`src/rtl/fft_but_sched.sv`:
```
// fft_but_sched
//   Stage/address sequencer for a shared 4-dot/2-dot butterfly core running a
//   mixed-radix in-place DIF FFT over a 4-bank-addressed sample RAM. Each RUN
//   cycle issues one butterfly: four read addresses, a twiddle exponent and
//   the butterfly mode. The same addresses come back out as write-back
//   addresses LAT cycles later. A DRAIN phase of LAT cycles between stages
//   lets the last write of a stage land before the next stage reads.
//
// Ports
//   iCLK, iRESET           clock, asynchronous active-low reset
//   iSTART                 start pulse, only honoured in IDLE
//   oBUSY                  high from RUN entry through the final DRAIN cycle
//   oDONE                  one-cycle completion pulse
//   oRD_EN, oRD_ADDR0..3   read strobe and butterfly input addresses x0..x3
//   oTW_EXP                twiddle exponent e (leg m uses W_N^(e*m))
//   oBUT_SEL               0 = 4-dot butterfly, 1 = two 2-dot butterflies
//   oSTAGE                 stage index of the issued butterfly
//   oWR_EN, oWR_ADDR0..3   write strobe and result addresses y0..y3
module fft_but_sched #(
  parameter int N_LOG2 = 8,
  parameter int RD_LAT = 1,
  parameter int ST_W   = 3
) (
  input  logic              iCLK,
  input  logic              iRESET,
  input  logic              iSTART,
  output logic              oBUSY,
  output logic              oDONE,
  output logic              oRD_EN,
  output logic [N_LOG2-1:0] oRD_ADDR0,
  output logic [N_LOG2-1:0] oRD_ADDR1,
  output logic [N_LOG2-1:0] oRD_ADDR2,
  output logic [N_LOG2-1:0] oRD_ADDR3,
  output logic [N_LOG2-1:0] oTW_EXP,
  output logic              oBUT_SEL,
  output logic [ST_W-1:0]   oSTAGE,
  output logic              oWR_EN,
  output logic [N_LOG2-1:0] oWR_ADDR0,
  output logic [N_LOG2-1:0] oWR_ADDR1,
  output logic [N_LOG2-1:0] oWR_ADDR2,
  output logic [N_LOG2-1:0] oWR_ADDR3
);

  localparam int LAT    = RD_LAT + 1;        // RAM read plus butterfly register
  localparam int NUM_ST = (N_LOG2 + 1) / 2;
  localparam int NUM_R4 = N_LOG2 / 2;

  localparam logic [N_LOG2-1:0] K_LAST  = N_LOG2'((1 << (N_LOG2 - 2)) - 1);
  localparam logic [ST_W-1:0]   ST_LAST = ST_W'(NUM_ST - 1);
  localparam logic [1:0]        DR_LAST = 2'(LAT - 1);

  typedef enum logic [1:0] {S_IDLE, S_RUN, S_DRAIN, S_DONE} state_t;

  typedef struct packed {
    logic                   en;
    logic                   sel;
    logic [ST_W-1:0]        stage;
    logic [N_LOG2-1:0]      tw;
    logic [3:0][N_LOG2-1:0] addr;
  } rd_t;

  typedef struct packed {
    logic                   en;
    logic [3:0][N_LOG2-1:0] addr;
  } wr_t;

  state_t            state_q, state_d;
  logic [N_LOG2-1:0] k_q, k_d;
  logic [ST_W-1:0]   stage_q, stage_d;
  logic [1:0]        dr_q, dr_d;
  logic              busy_q, busy_d;
  logic              done_q, done_d;
  rd_t               rd_q, rd_d;
  wr_t [LAT-1:0]     pipe_q, pipe_d;

  // Address generation scratch
  int                qlog;
  logic [N_LOG2-1:0] mask, j, g, base;

  // ---------------------------------------------------------------------------
  // Control FSM: stage / butterfly counter / drain counter
  // ---------------------------------------------------------------------------
  always_comb begin
    // NOTE: every variable gets a default before the case so no path leaves
    // one unassigned, which would otherwise infer a latch.
    state_d = state_q;
    k_d     = k_q;
    stage_d = stage_q;
    dr_d    = dr_q;
    case (state_q)
      S_IDLE: begin
        if (iSTART) begin
          state_d = S_RUN;
          k_d     = '0;
          stage_d = '0;
        end
      end
      S_RUN: begin
        if (k_q == K_LAST) begin
          state_d = S_DRAIN;
          dr_d    = '0;
        end else begin
          k_d = k_q + N_LOG2'(1);
        end
      end
      S_DRAIN: begin
        if (dr_q == DR_LAST) begin
          if (stage_q != ST_LAST) begin
            state_d = S_RUN;
            stage_d = stage_q + ST_W'(1);
            k_d     = '0;
          end else begin
            state_d = S_DONE;
          end
        end else begin
          dr_d = dr_q + 2'd1;
        end
      end
      S_DONE:  state_d = S_IDLE;
      default: state_d = S_IDLE;
    endcase

    // Status outputs are registered from the next state so they line up
    // with the registered read bundle.
    busy_d = (state_d == S_RUN) || (state_d == S_DRAIN);
    done_d = (state_d == S_DONE);
  end

  // ---------------------------------------------------------------------------
  // Read bundle: computed from the next stage/k so it is valid in the first
  // RUN cycle; holds its previous contents when no butterfly is issued.
  // ---------------------------------------------------------------------------
  always_comb begin
    rd_d    = rd_q;
    rd_d.en = 1'b0;
    qlog    = 0;
    mask    = '0;
    j       = '0;
    g       = '0;
    base    = '0;
    if (state_d == S_RUN) begin
      rd_d.en    = 1'b1;
      rd_d.stage = stage_d;
      if (int'(stage_d) < NUM_R4) begin
        // Radix-4: q = 2^qlog, group g = k/q, offset j = k mod q.
        qlog = N_LOG2 - 2 - 2 * int'(stage_d);
        mask = N_LOG2'((1 << qlog) - 1);
        j    = k_d & mask;
        g    = k_d >> qlog;
        base = (g << (qlog + 2)) | j;
        for (int m = 0; m < 4; m++) begin
          rd_d.addr[m] = base + (N_LOG2'(m) << qlog);
        end
        rd_d.tw  = j << (2 * int'(stage_d));
        rd_d.sel = 1'b0;
      end else begin
        // Trailing radix-2 stage: two adjacent pairs per issue slot.
        for (int m = 0; m < 4; m++) begin
          rd_d.addr[m] = (k_d << 2) | N_LOG2'(m);
        end
        rd_d.tw  = '0;
        rd_d.sel = 1'b1;
      end
    end
  end

  // Write-back delay line: LAT-deep shift of the read strobe and addresses.
  always_comb begin
    pipe_d[0].en   = rd_q.en;
    pipe_d[0].addr = rd_q.addr;
    for (int i = 1; i < LAT; i++) begin
      pipe_d[i] = pipe_q[i-1];
    end
  end

  // NOTE: the delay line is cleared on reset like every other flop, so a
  // reset in mid-flight can never leak a stale write strobe afterwards.
  always_ff @(posedge iCLK or negedge iRESET) begin
    if (!iRESET) begin
      state_q <= S_IDLE;
      k_q     <= '0;
      stage_q <= '0;
      dr_q    <= '0;
      busy_q  <= 1'b0;
      done_q  <= 1'b0;
      rd_q    <= '0;
      pipe_q  <= '0;
    end else begin
      // NOTE: sequential state uses non-blocking assignment so every flop
      // samples pre-edge values regardless of statement order.
      state_q <= state_d;
      k_q     <= k_d;
      stage_q <= stage_d;
      dr_q    <= dr_d;
      busy_q  <= busy_d;
      done_q  <= done_d;
      rd_q    <= rd_d;
      pipe_q  <= pipe_d;
    end
  end

  assign oBUSY     = busy_q;
  assign oDONE     = done_q;
  assign oRD_EN    = rd_q.en;
  assign oRD_ADDR0 = rd_q.addr[0];
  assign oRD_ADDR1 = rd_q.addr[1];
  assign oRD_ADDR2 = rd_q.addr[2];
  assign oRD_ADDR3 = rd_q.addr[3];
  assign oTW_EXP   = rd_q.tw;
  assign oBUT_SEL  = rd_q.sel;
  assign oSTAGE    = rd_q.stage;
  assign oWR_EN    = pipe_q[LAT-1].en;
  assign oWR_ADDR0 = pipe_q[LAT-1].addr[0];
  assign oWR_ADDR1 = pipe_q[LAT-1].addr[1];
  assign oWR_ADDR2 = pipe_q[LAT-1].addr[2];
  assign oWR_ADDR3 = pipe_q[LAT-1].addr[3];

endmodule

```
`config.mk`:
```
export PLATFORM = sky130hd
export DESIGN_NAME = fft_but_sched
export DESIGN_NICKNAME = d
export VERILOG_FILES = /design/src/rtl/fft_but_sched.sv
export SDC_FILE = /design/constraint.sdc
export NUM_CORES = 1
export LEC_CHECK = 0
export CAP_MARGIN = 30
export CORE_MARGIN = 1.5
export CORE_UTILIZATION = 40
export CTS_CLUSTER_SIZE = 30
export DETAILED_ROUTE_END_ITERATION = 7
export GPL_ROUTABILITY_DRIVEN = 0
export SLEW_MARGIN = 10
export SYNTH_ARGS = -nofsm -noshare
export SYNTH_HDL_FRONTEND = slang
export SYNTH_SLANG_ARGS = --single-unit
```
`constraint.sdc`:
```
create_clock -name iCLK -period 5.4 [get_ports iCLK]
set_input_delay 1.62 -clock iCLK [delete_from_list [all_inputs] [get_ports iCLK]]
set_output_delay 1.62 -clock iCLK [all_outputs]
set_load 0.005 [all_outputs]
```
# After elaboration in Yosys (flattened, before gate mapping)
# Cells that the tools add are included.
# totals
regBits	128
latchBits	0
ramBits	0
mem_bits_ro	0
input_bits	3
out_inout_bits	80
mem_count	0
# classes
n_addsub	10
n_mul	0
n_div	0
order_cmp	1
eq_ne	11
shifts	8
muxes	20
n_bitwise	2
reduce_logical	4
# op_table
op	count
1-bit by 32-bit left shift with 8-bit output, first input constant	3
2-bit by 32-bit left shift with 8-bit output, first input constant	2
45-bit 2-to-1 mux	1
40-bit 2-to-1 mux	1
8-bit adder	4
8-bit 2-to-1 mux	4
8-bit by 32-bit left shift with 8-bit output	1
8-bit by 32-bit >> shifter with 8-bit output	1
8-bit case mux with 3 select lines	1
2-bit 2-to-1 mux	6
3-bit 2-to-1 mux	3
8-bit by 1-bit adder with 8-bit output, second input constant	1
8-bit bitwise AND	1
2-bit equality test, second input constant	4
8-bit by 6-bit equality test with 1-bit output, second input constant	1
8-bit bitwise OR	1
2-bit case mux with 4 select lines	1
8-bit by 4-bit left shift with 8-bit output	1
8-bit by 2-bit subtractor with 8-bit output, second input constant	1
5-bit by 3-bit adder with 6-bit output, second input constant	1
2-bit by 1-bit equality test with 1-bit output, second input constant	3
3-bit case mux with 2 select lines	1
3-bit by 4-bit subtractor with 5-bit output, first input constant	1
2-bit != test, second input constant	2
other kinds (10)	10

# Depth between registers and ports, before layout
# Gate-level depths: netlist of run 1.
# depth
word_depth	12
ltp_mapped	25
ltp_nobuf	24

# Least setup slack after synthesis of run 1
# OpenSTA, ideal clock, no wires.
# synth_timing
kind	input to register
start	input port iSTART
end	register rd_q, in the netlist oRD_ADDR3[7]
arrival_ns	5.692
required_time_ns	5.265
slack_ns	-0.427
path_stages	24
path_buffers	2
cell_sequence	or3b_1 buf_6 o211ai_1 nand2_1 inv_1 buf_2 ha_1 inv_1 ha_1 or2b_2 a311oi_4 nand3_2 o211ai_2 nand2_1 nand2_1 ha_1 a21o_1 a21oi_1 o21bai_1 a21oi_1 o21bai_1 a21oi_1 xnor2_1 a21oi_1
# synth_via
elab_chain_cells	9
word_cells_on_any_way	19
# synth_rtl
item	line_no	text
start: declaration	26	input logic iSTART,
parallel branches: the longest is 9 deep, another holds 8-bit adder	--	
end signal: assignment	197	rd_q <= rd_d;
end: declaration	73	rd_t rd_q, rd_d;
# Several ways; the timed one is not identified.
# A chain may end at the register's enable or synchronous reset.

# Worst setup path after layout of run 1
# layout_timing
start	input port iSTART
end	register rd_q, in the netlist oRD_ADDR1[7]
# layout_via
elab_chain_cells	9
word_cells_on_any_way	19
# layout_rtl
item
parallel branches: the longest is 9 deep, another holds 8-bit adder
# Several ways; the timed one is not identified.

==> results.yml, run 1 <==
outcome:
  status: "complete, no violations"
drt:
  drc: 0
  wl_per_cell_um: 16.8
  firstDrtPassIters: 6
  post_drt_via_cell_ratio: 5.38
  vias: 4469
  drtAntennaViolNets: 0
  finalWirelength_um: 14000
  initialDrtViolationCount: 406
floorplanning:
  core_mm2: 0.0139
  die_w_um: 122
  dieArea_mm2: 0.0150
  start_util_pct: 41.1
  pin_count: 83
  rows: 43
  die_h_um: 122
power_and_ir_drop:
  p_comb_share_pct: 47.8
  swShare_pct: 35.1
  power_w: 0.00488
  p_switching_w: 0.00171
  p_int_w: 0.00317
  max-vdd-ir-drop_uv: 335
  power_frac_seq_pct: 30.2
  p_per_area_mw_per_mm2: 648
  p_clk_share_pct: 22.0
  p_leak_nw: 3.28
logic_synthesis:
  syn-instance-count: 528
  ys_seq_elements: 121
  ys_top_cells_by_area: "dfrtp_1 53%, buf_4 4.9%, a21oi_1 3.7%"
  synth_ff_type: "dfrtp_1"
  synth_area_leader_cell: "dfrtp_1"
  syn-num-nets: 548
  synth.top_cell.area_share_pct: 53.1
  syn_area_mm2: 0.00570
  ys_async_sr_fraction_pct: 100
  syn_avg_cell_area_um2: 10.8
  yosysSeqAreaShare_pct: 53.1
  synth_edf_count: 0
  yosys.cell_types.count: 71
  yosys_warnings: 0
setup_path:
  r2r-end: "oRD_ADDR1[7]"
  worst_r2r_startpoint: "dr_q[1]"
  critPathArrivalTime_ns: 5.30
  cp_slowest_stage_delay_ns: 0.39
  criticalPathCategory: "in2reg"
  reg2reg_slack_ns: 0.72
  reg2reg_depth: 23
  cp_cell_sequence: "dlymetal6s2s_1 -> or3b_4 -> o211ai_1 -> nand2_1 -> inv_2 -> ha_4 -> inv_2 -> ha_4 -> a31oi_4 -> buf_4 -> a32oi_1 -> buf_4 -> o21ai_1 -> a31oi_1 -> inv_2 -> ha_1 -> nand3_1 -> or3b_1 -> o211a_2 -> o311ai_4 -> mux2i_1 -> nor2_1"
  cp.required_ns: 5.70
  worst_path_most_repeated_cell: "inv_2"
  cp-start-kind: "primary input"
  worstSetupEndpointType: "flip-flop"
  slowest_stage: "a31oi_1"
  crit_family: "compound AO/OA/AOI/OAI gates"
  critPathMaxFanout: 3
  cp_num_buf_inv: 6
final_layout:
  fill_cells: 1202
  final_cell_count_no_fill: 830
  area_delta_synth_final_pct: 32.1
  nets: 658
  diodes: 0
  regArea_mm2: 0.00303
  post-route-util_pct: 54.3
  drive_gt1_share_pct: 21.4
  multi_input_area_mm2: 0.00231
min_path:
  holdPathEnd: "oWR_ADDR2[5]"
  hold_path.class: "reg2reg"
  worstHoldStart: "pipe_d[54]"
  whs_path_depth: 0
grt:
  grt_overflow: 0
  grt_max_degree: 67
  grt_pass1_vias: 4427
  grt_pass1_wl_um: 22800
  antenna_found_initial: 0
  track_usage_pct: 20.3
sta:
  holdWs_ns: 0.341
  final.min_clock_period_ns: 5.01
  rsz0062_at_grt: "no"
  finalMaxSlewViolations: 0
  max_slew_margin_pct: 48.8
  setup_viol_count_final: 0
  clock.fmax_mhz: 200
  fin_skew_ns: 0.00661
  finalCritPeriodShare_pct: 92.7
  hold_viol: 0
  worst_slew_pin_slew_ns: 0.768
clock_tree:
  clockBufferDepth: 2
  h-tree-depth: 4
  tritoncts: "done"
  cts.sinks: 121
  cts_hold_buf: 0
  clk_latency_ns: 0.41
  cts-root-buf: "clkbuf_16"
  numCtsBuffers: 17
  clkTransAtPathRegs_ns: 0.05
placement:
  portBuffers: 82
  dp_hpwl_um: 10100
  dpl.cell_count: 795
run:
  drv_cap: 0
through the flow:
step,setup WS (ns),area (um^2),TNS [ns]
final,0.394,7530,0
after global routing,0.213,7530,0
after CTS,0.0187,7430,0
after detailed placement,-0.404,6870,-4.33
after global placement,-0.373,6870,-3.07
after floorplan,0.00228,5780,0
flip-flops by register name, indices dropped and copies added, names as in the netlist:
name	count
oBUSY	1
oTW_EXP	8
oRD_ADDR1	8
oRD_EN	1
oWR_ADDR2	8
oBUT_SEL	1
oWR_ADDR1	7
k_q	8
state_q	2
oWR_ADDR0	7
oRD_ADDR0	8
oWR_EN	1
oRD_ADDR3	7
oSTAGE	2
oRD_ADDR2	7
pipe_d	31
oDONE	1
stage_q	3
dr_q	2
oWR_ADDR3	8
layout by cell type (no fill, tap or decap), drive strengths merged, types with 4 or more instances in the layout:
| cell | count |
|---|---|
| a211oi | 6 |
| a21o | 5 |
| a21oi | 42 |
| a221oi | 4 |
| a22o | 4 |
| a31oi | 5 |
| a41oi | 4 |
| buf | 66 |
| clkbuf | 24 |
| clkdlybuf4s50 | 80 |
| dfrtp | 121 |
| ha | 16 |
| inv | 27 |
| mux2 | 6 |
| mux2i | 5 |
| nand2 | 27 |
| nand3 | 16 |
| nand4 | 8 |
| nor2 | 46 |
| nor2b | 8 |
| nor3 | 6 |
| o211ai | 12 |
| o21ai | 27 |
| o21bai | 6 |
| o2bb2ai | 6 |
| xnor2 | 13 |
Yosys cell counts (all sizes together) (5+ instances only):
| cell | n |
|---|---|
| nand3 | 16 |
| o2bb2ai | 6 |
| ha | 16 |
| nor2b | 8 |
| mux2 | 6 |
| mux2i | 5 |
| nor2 | 46 |
| o21ai | 27 |
| inv | 27 |
| a211oi | 6 |
| a21oi | 42 |
| nor3 | 6 |
| o211ai | 12 |
| buf | 44 |
| nand2 | 27 |
| a31oi | 5 |
| xnor2 | 13 |
| clkbuf | 12 |
| dfrtp | 121 |
| o21bai | 6 |
| nand4 | 8 |
| a21o | 5 |
worst max path at each step:
| stage | from | cells after the start | slack (ns) | endpoint |
|---|---|---|---|---|
| after floorplan | iSTART | 24 | 0.002 | oRD_ADDR3[7] |
| after global placement | iSTART | 22 | -0.37 | oRD_ADDR3[4] |
| after detailed placement | iSTART | 20 | -0.40 | oRD_ADDR1[7] |
| after CTS | iSTART | 20 | 0.02 | oRD_ADDR1[7] |
| after global routing | iSTART | 23 | 0.21 | oRD_ADDR1[7] |
| final | iSTART | 22 | 0.39 | oRD_ADDR1[7] |
power by group through the flow:
stage / sequential [W] / clock (W) / combinational, W
6_report: 0.00148 / 0.00107 / 0.00233
3_3_place_gp: 0.00148 / 0 / 0.00224
5_1_grt: 0.00153 / 0.00115 / 0.00255
2_1_floorplan: 0.00145 / 0 / 0.00135
4_1_cts: 0.00149 / 0.00110 / 0.00227
3_5_place_dp: 0.00150 / 0 / 0.00226
per-layer routing:
layer / vias to the layer above / part of all wire (%) / global-route usage, %
met5: - / 0 / 0
met4: 0 / 2.4 / 9.52
met3: 32 / 5.9 / 4.74
met2: 169 / 47 / 30.5
met1: 2198 / 45 / 27.9
li1: 2070 / - / -
final cells by class:
type / instances / area share (%)
clock inverters: 7 / 1.25
clock buffers: 24 / 6.26
flip-flops and latches: 121 / 40.2
repair buffers: 147 / 17.4
multi-input cells: 324 / 30.6
well taps: 180 / 2.99
inverters: 27 / 1.35
cells by family after synthesis:
group	Yosys count	share of synthesized area (%)
AOI/OAI and AO/OA	146	18.0
and+or+nand+nor	136	12.0
DFF	121	53.1
buffers and inverters	83	8.91
adders and majority gates	17	3.86
xor gates and xnor gates	14	2.15
muxes	11	2.06
repair_timing:
item                                   CTS  global route
resized for setup                        0            14
endpoints found under the hold margin    0             0
setup endpoints to repair                0            14
setup buffers                            0             4
No activity file was read; power rests on OpenSTA's default activity.
==> run 2, diff against run 1 <==
--- a/config.mk
+++ b/config.mk
@@ -5,7 +5,6 @@
 export SDC_FILE = /design/constraint.sdc
 export NUM_CORES = 1
 export LEC_CHECK = 0
-export CAP_MARGIN = 30
 export CORE_MARGIN = 1.5
 export CORE_UTILIZATION = 40
 export CTS_CLUSTER_SIZE = 30
==> results of run 2 <==
Final layout, timing and power as in run 1 (identical DEF).
==> RTL change 1 (settings of run 2) <==
`N_LOG2`: 8 -> 9.
--- a/src/rtl/fft_but_sched.sv
+++ b/src/rtl/fft_but_sched.sv
@@ -17,7 +17,7 @@
 //   oSTAGE                 stage index of the issued butterfly
 //   oWR_EN, oWR_ADDR0..3   write strobe and result addresses y0..y3
 module fft_but_sched #(
-  parameter int N_LOG2 = 8,
+  parameter int N_LOG2 = 9,
   parameter int RD_LAT = 1,
   parameter int ST_W   = 3
 ) (
Interface: changed (9 resized); port bits go from 83 to 92. The function was not compared with the original's and may differ.
==> RTL change 1 against run 2 <==
  * Synthesized cell count is 12% higher
  * Global-route usage down 0.96 points
  * Critical path depth stayed put
  * Synthesized area rose by 9.3%
  * Setup slack lost 0.038 ns
  * First-iteration DRC count shrank 16%
  * Non-clock buffer count increased by 12
  * Wire length grew 8.2%
  * Worst hold slack better by 0.0053 ns
  * Sequential cell count rose by 14
  * Final area increased by 8.4%
  * Critical endpoint is now oRD_ADDR3[8]
  * Cell count grew 8.9%
Power is not compared: it rests on default switching activity, and its combinational part moved more than twofold at a synthesized area within 25%.
==> RTL change 1: results <==
{
  "drive_gt1_share_pct": 17.7,
  "syn_nets": 612,
  "largest_reg_flops": 35,
  "hold_path_startpoint": "pipe_d[50]",
  "outcome": "finished, final reports clean",
  "rrSetupSlack_ns": 0.93,
  "grt.total_usage_pct": 19.4,
  "holdPathStages": 0,
  "nFillCells": 1332,
  "slew_headroom_pct": 37.8,
  "synth.area.top_cells": "dfrtp_1 (54%), buf_4 (4.8%), ha_1 (3.4%)",
  "reg2reg_depth": 22,
  "num_vias": 4871,
  "slowest_stage": "or4_1",
  "grt_max_degree": 108,
  "seqPwrFrac_pct": 46.0,
  "firstDrtPassIters": 5,
  "yosysSeqAreaShare_pct": 54.2,
  "grt_pass1_wl_um": 24500,
  "endpoint": "oRD_ADDR3[8]",
  "clock_skew_ns": 0.00970,
  "slowest_delay_ns": 0.41,
  "nNetsFinal": 725,
  "r2r_end": "oRD_ADDR1[6]",
  "worstPathMaxFanout": 5,
  "grt_pass1_vias": 4763,
  "yosysUniqueCellTypes": 71,
  "holdWs_ns": 0.346,
  "io_buffers": 91,
  "period_needed_ns": 5.04,
  "routed_wl_um": 15100,
  "yosys-top-cells-count": "dfrtp_1 (135), buf_4 (40), inv_1 (40)",
  "synth_edf_count": 0,
  "dp_slack_ns": -0.506,
  "drt_iter0_drc": 341,
  "crit_arrival_ns": 5.31,
  "dp_hpwl_um": 10900
}
[RTL change 1: cell types whose count changed in the layout (fill, tap and decap cells not counted), moves of 7 or more]
cell,delta
dfrtp_1,+14
o21ai_0,+7
clkdlybuf4s50_1,+9
inv_1,+17
nor2_1,-7
nand2_1,+14
[RTL change 1: kinds of logic after synthesis]
| group | count (synthesis) | share of synthesized area (%) |
|---|---|---|
| compound gates | 160 | 17.6 |
| simple gates | 154 | 12.9 |
| flops | 135 | 54.2 |
| buf+inv | 107 | 9.07 |
| fa+ha+maj | 18 | 3.73 |
| xor+xnor | 12 | 1.69 |
| mux | 5 | 0.843 |
[RTL change 1: through the flow]
stage	cells	area [um^2]
2_1_floorplan	591	6300
3_3_place_gp	872	7530
3_5_place_dp	872	7530
4_1_cts	903	8140
5_1_grt	904	8170
6_report	904	8170
[RTL change 1: worst max-delay path, delay by kind of cell]
kind,cells,cell delay [ns]
xor+xnor,1,0.18
buf+inv,4,0.38
compound gates,9,1.26
fa+ha+maj,3,0.65
simple gates,5,1.21
[RTL change 1: layer usage]
layer	routed length [um]	track usage, %	vias up	share of wire [%]
met5	0	0	-	0
met4	387	8.79	0	2.6
met1	6790	25.4	2400	45
met3	815	5.22	32	5.4
met2	7130	30.1	159	47
li1	-	-	2280	-
[RTL change 1: timing repair]
action	CTS	global route
setup buffers	0	1
gates resized for setup	1	4
pin swaps	0	1
endpoints found under the setup margin	1	10
[RTL change 1: cell type report]
cell class	count	area, um^2	share of cell area, %
inverters	42	159	1.95
repair buffers	159	1430	17.4
flip-flops and latches	135	3380	41.4
well taps	188	235	2.88
clock inverters	12	150	1.84
multi-input cells	349	2370	29.0
clock buffers	19	453	5.54
==> RTL change 2 (flow settings as in run 2) <==
Without the edit above. The output `oDONE` loses its register stage (`done_q` becomes a continuous assignment).
--- a/src/rtl/fft_but_sched.sv
+++ b/src/rtl/fft_but_sched.sv
@@ -182,7 +182,6 @@
       stage_q <= '0;
       dr_q    <= '0;
       busy_q  <= 1'b0;
-      done_q  <= 1'b0;
       rd_q    <= '0;
       pipe_q  <= '0;
     end else begin
@@ -193,11 +192,12 @@
       stage_q <= stage_d;
       dr_q    <= dr_d;
       busy_q  <= busy_d;
-      done_q  <= done_d;
       rd_q    <= rd_d;
       pipe_q  <= pipe_d;
     end
   end
+
+  assign done_q = done_d;
 
   assign oBUSY     = busy_q;
   assign oDONE     = done_q;
Behaviour: no difference found for any inputs over 10 cycles, from zero or initial values and one cycle with iRESET low; that may be too few to reach the edited logic, so the function may still have changed.
==> RTL change 2 against run 2 <==
  * Synthesized area is 0.44% lower
  * Synthesized cell count is 0.19% lower
  * Wire length is 1.8% lower
  * Final area is 0.65% lower
  * Setup slack worse by 0.025 ns
  * Die area is 0.43% lower
  * Clock skew is 0.0045 ns higher
  * Core utilization is 0.35 points lower
  * Power is 0.64% higher
  * Sequential cell count is 1 lower
  * Critical path type unchanged
  * Critical endpoint is now oRD_ADDR3[7]
==> RTL change 2: results <==
{
  "outcome": "finished, final reports clean",
  "crit_arrival_ns": 5.31,
  "syn_nets": 547,
  "grt_max_degree": 50,
  "period_needed_ns": 5.03,
  "powerClk_mw": 1.17,
  "grt.total_usage_pct": 19.7,
  "dp_slack_ns": -0.440,
  "clock_area_share_pct": 8.24,
  "dp.cells": 788,
  "seqPwrFrac_pct": 29.9,
  "die_x_um": 122,
  "holdPathEnd": "oWR_ADDR0[2]",
  "yosys.area_share.xor_xnor_pct": 2.16,
  "ys_warn_count": 0,
  "clock_skew_ns": 0.0111,
  "final_cells": 823,
  "nNetsFinal": 651,
  "wl_per_cell_um": 16.7,
  "dpl_cell_area_um2": 6800,
  "ir_drop_uv": 301,
  "hold_path_startpoint": "pipe_d[35]",
  "num_vias": 4380,
  "worst_pin_slew_ns": 0.645,
  "wl_met1_um": 6280,
  "drive_gt1_share_pct": 20.2,
  "slowest_stage": "or3b_4",
  "synth_adder_area_share_pct": 3.88,
  "buffers": 141,
  "power_leakage_nw": 3.28,
  "dp_hpwl_um": 9740,
  "endpoint": "oRD_ADDR3[7]",
  "yosys-top-cells-count": "dfrtp_1 (120), nor2_1 (45), a21oi_1 (42)",
  "yosys_register_bits": 120,
  "layout.nonclk_buf_share_pct": 16.9,
  "grt_pass1_vias": 4241,
  "syn_inst": 527,
  "use_met1_pct": 26.9,
  "rrSetupSlack_ns": 0.93,
  "grt_pass1_wl_um": 22200,
  "met3_length_um": 895,
  "firstDrtPassIters": 5,
  "power.switching_mw": 1.69,
  "multi_input_area_share_pct": 30.4,
  "slowest_delay_ns": 0.40,
  "reg2reg_depth": 23,
  "clkbuf_count": 25,
  "grt_use_met3_pct": 4.96,
  "seq-cell-share_pct": 40.1,
  "synth_compound_area_share_pct": 18.0,
  "muxShareOfSynthArea_pct": 2.07,
  "grt_util_met2_pct": 29.7,
  "synth.area.top_cells": "dfrtp_1 (53%), buf_4 (4.9%), a21oi_1 (3.7%)",
  "wl_met2_um": 6230,
  "p_per_area_nw_per_um2": 656,
  "switching_share_pct": 34.4,
  "holdWs_ns": 0.343,
  "nFillCells": 1233,
  "yosysSeqAreaShare_pct": 52.9,
  "drt_iter0_drc": 339
}
## RTL change 2: cell count changes in the layout (fill, tap and decap cells not counted), sizes merged
| cell | run 2 | this run |
|---|---|---|
| clkinv | 3 | 1 |
| inv | 27 | 28 |
| clkbuf | 24 | 25 |
| dfrtp | 121 | 120 |
| bufinv | 2 | 3 |
| clkinvlp | 2 | 1 |
| buf | 66 | 60 |
## RTL change 2: cells by family (layout without fill, tap and decap cells)
logic type / after synthesis / count (layout)
muxes: 11 / 11
AOI/OAI and AO/OA: 146 / 146
buffers and inverters: 83 / 199
and+or+nand+nor: 136 / 136
xor gates and xnor gates: 14 / 14
DFF: 120 / 120
adders and majority gates: 17 / 17
## RTL change 2: timing repair
action | CTS | global route
resized for setup | 1 | 8
pin swaps | 1 | 15
hold endpoints to repair | 0 | 0
setup endpoints to repair | 1 | 12
buffers inserted | 0 | 4
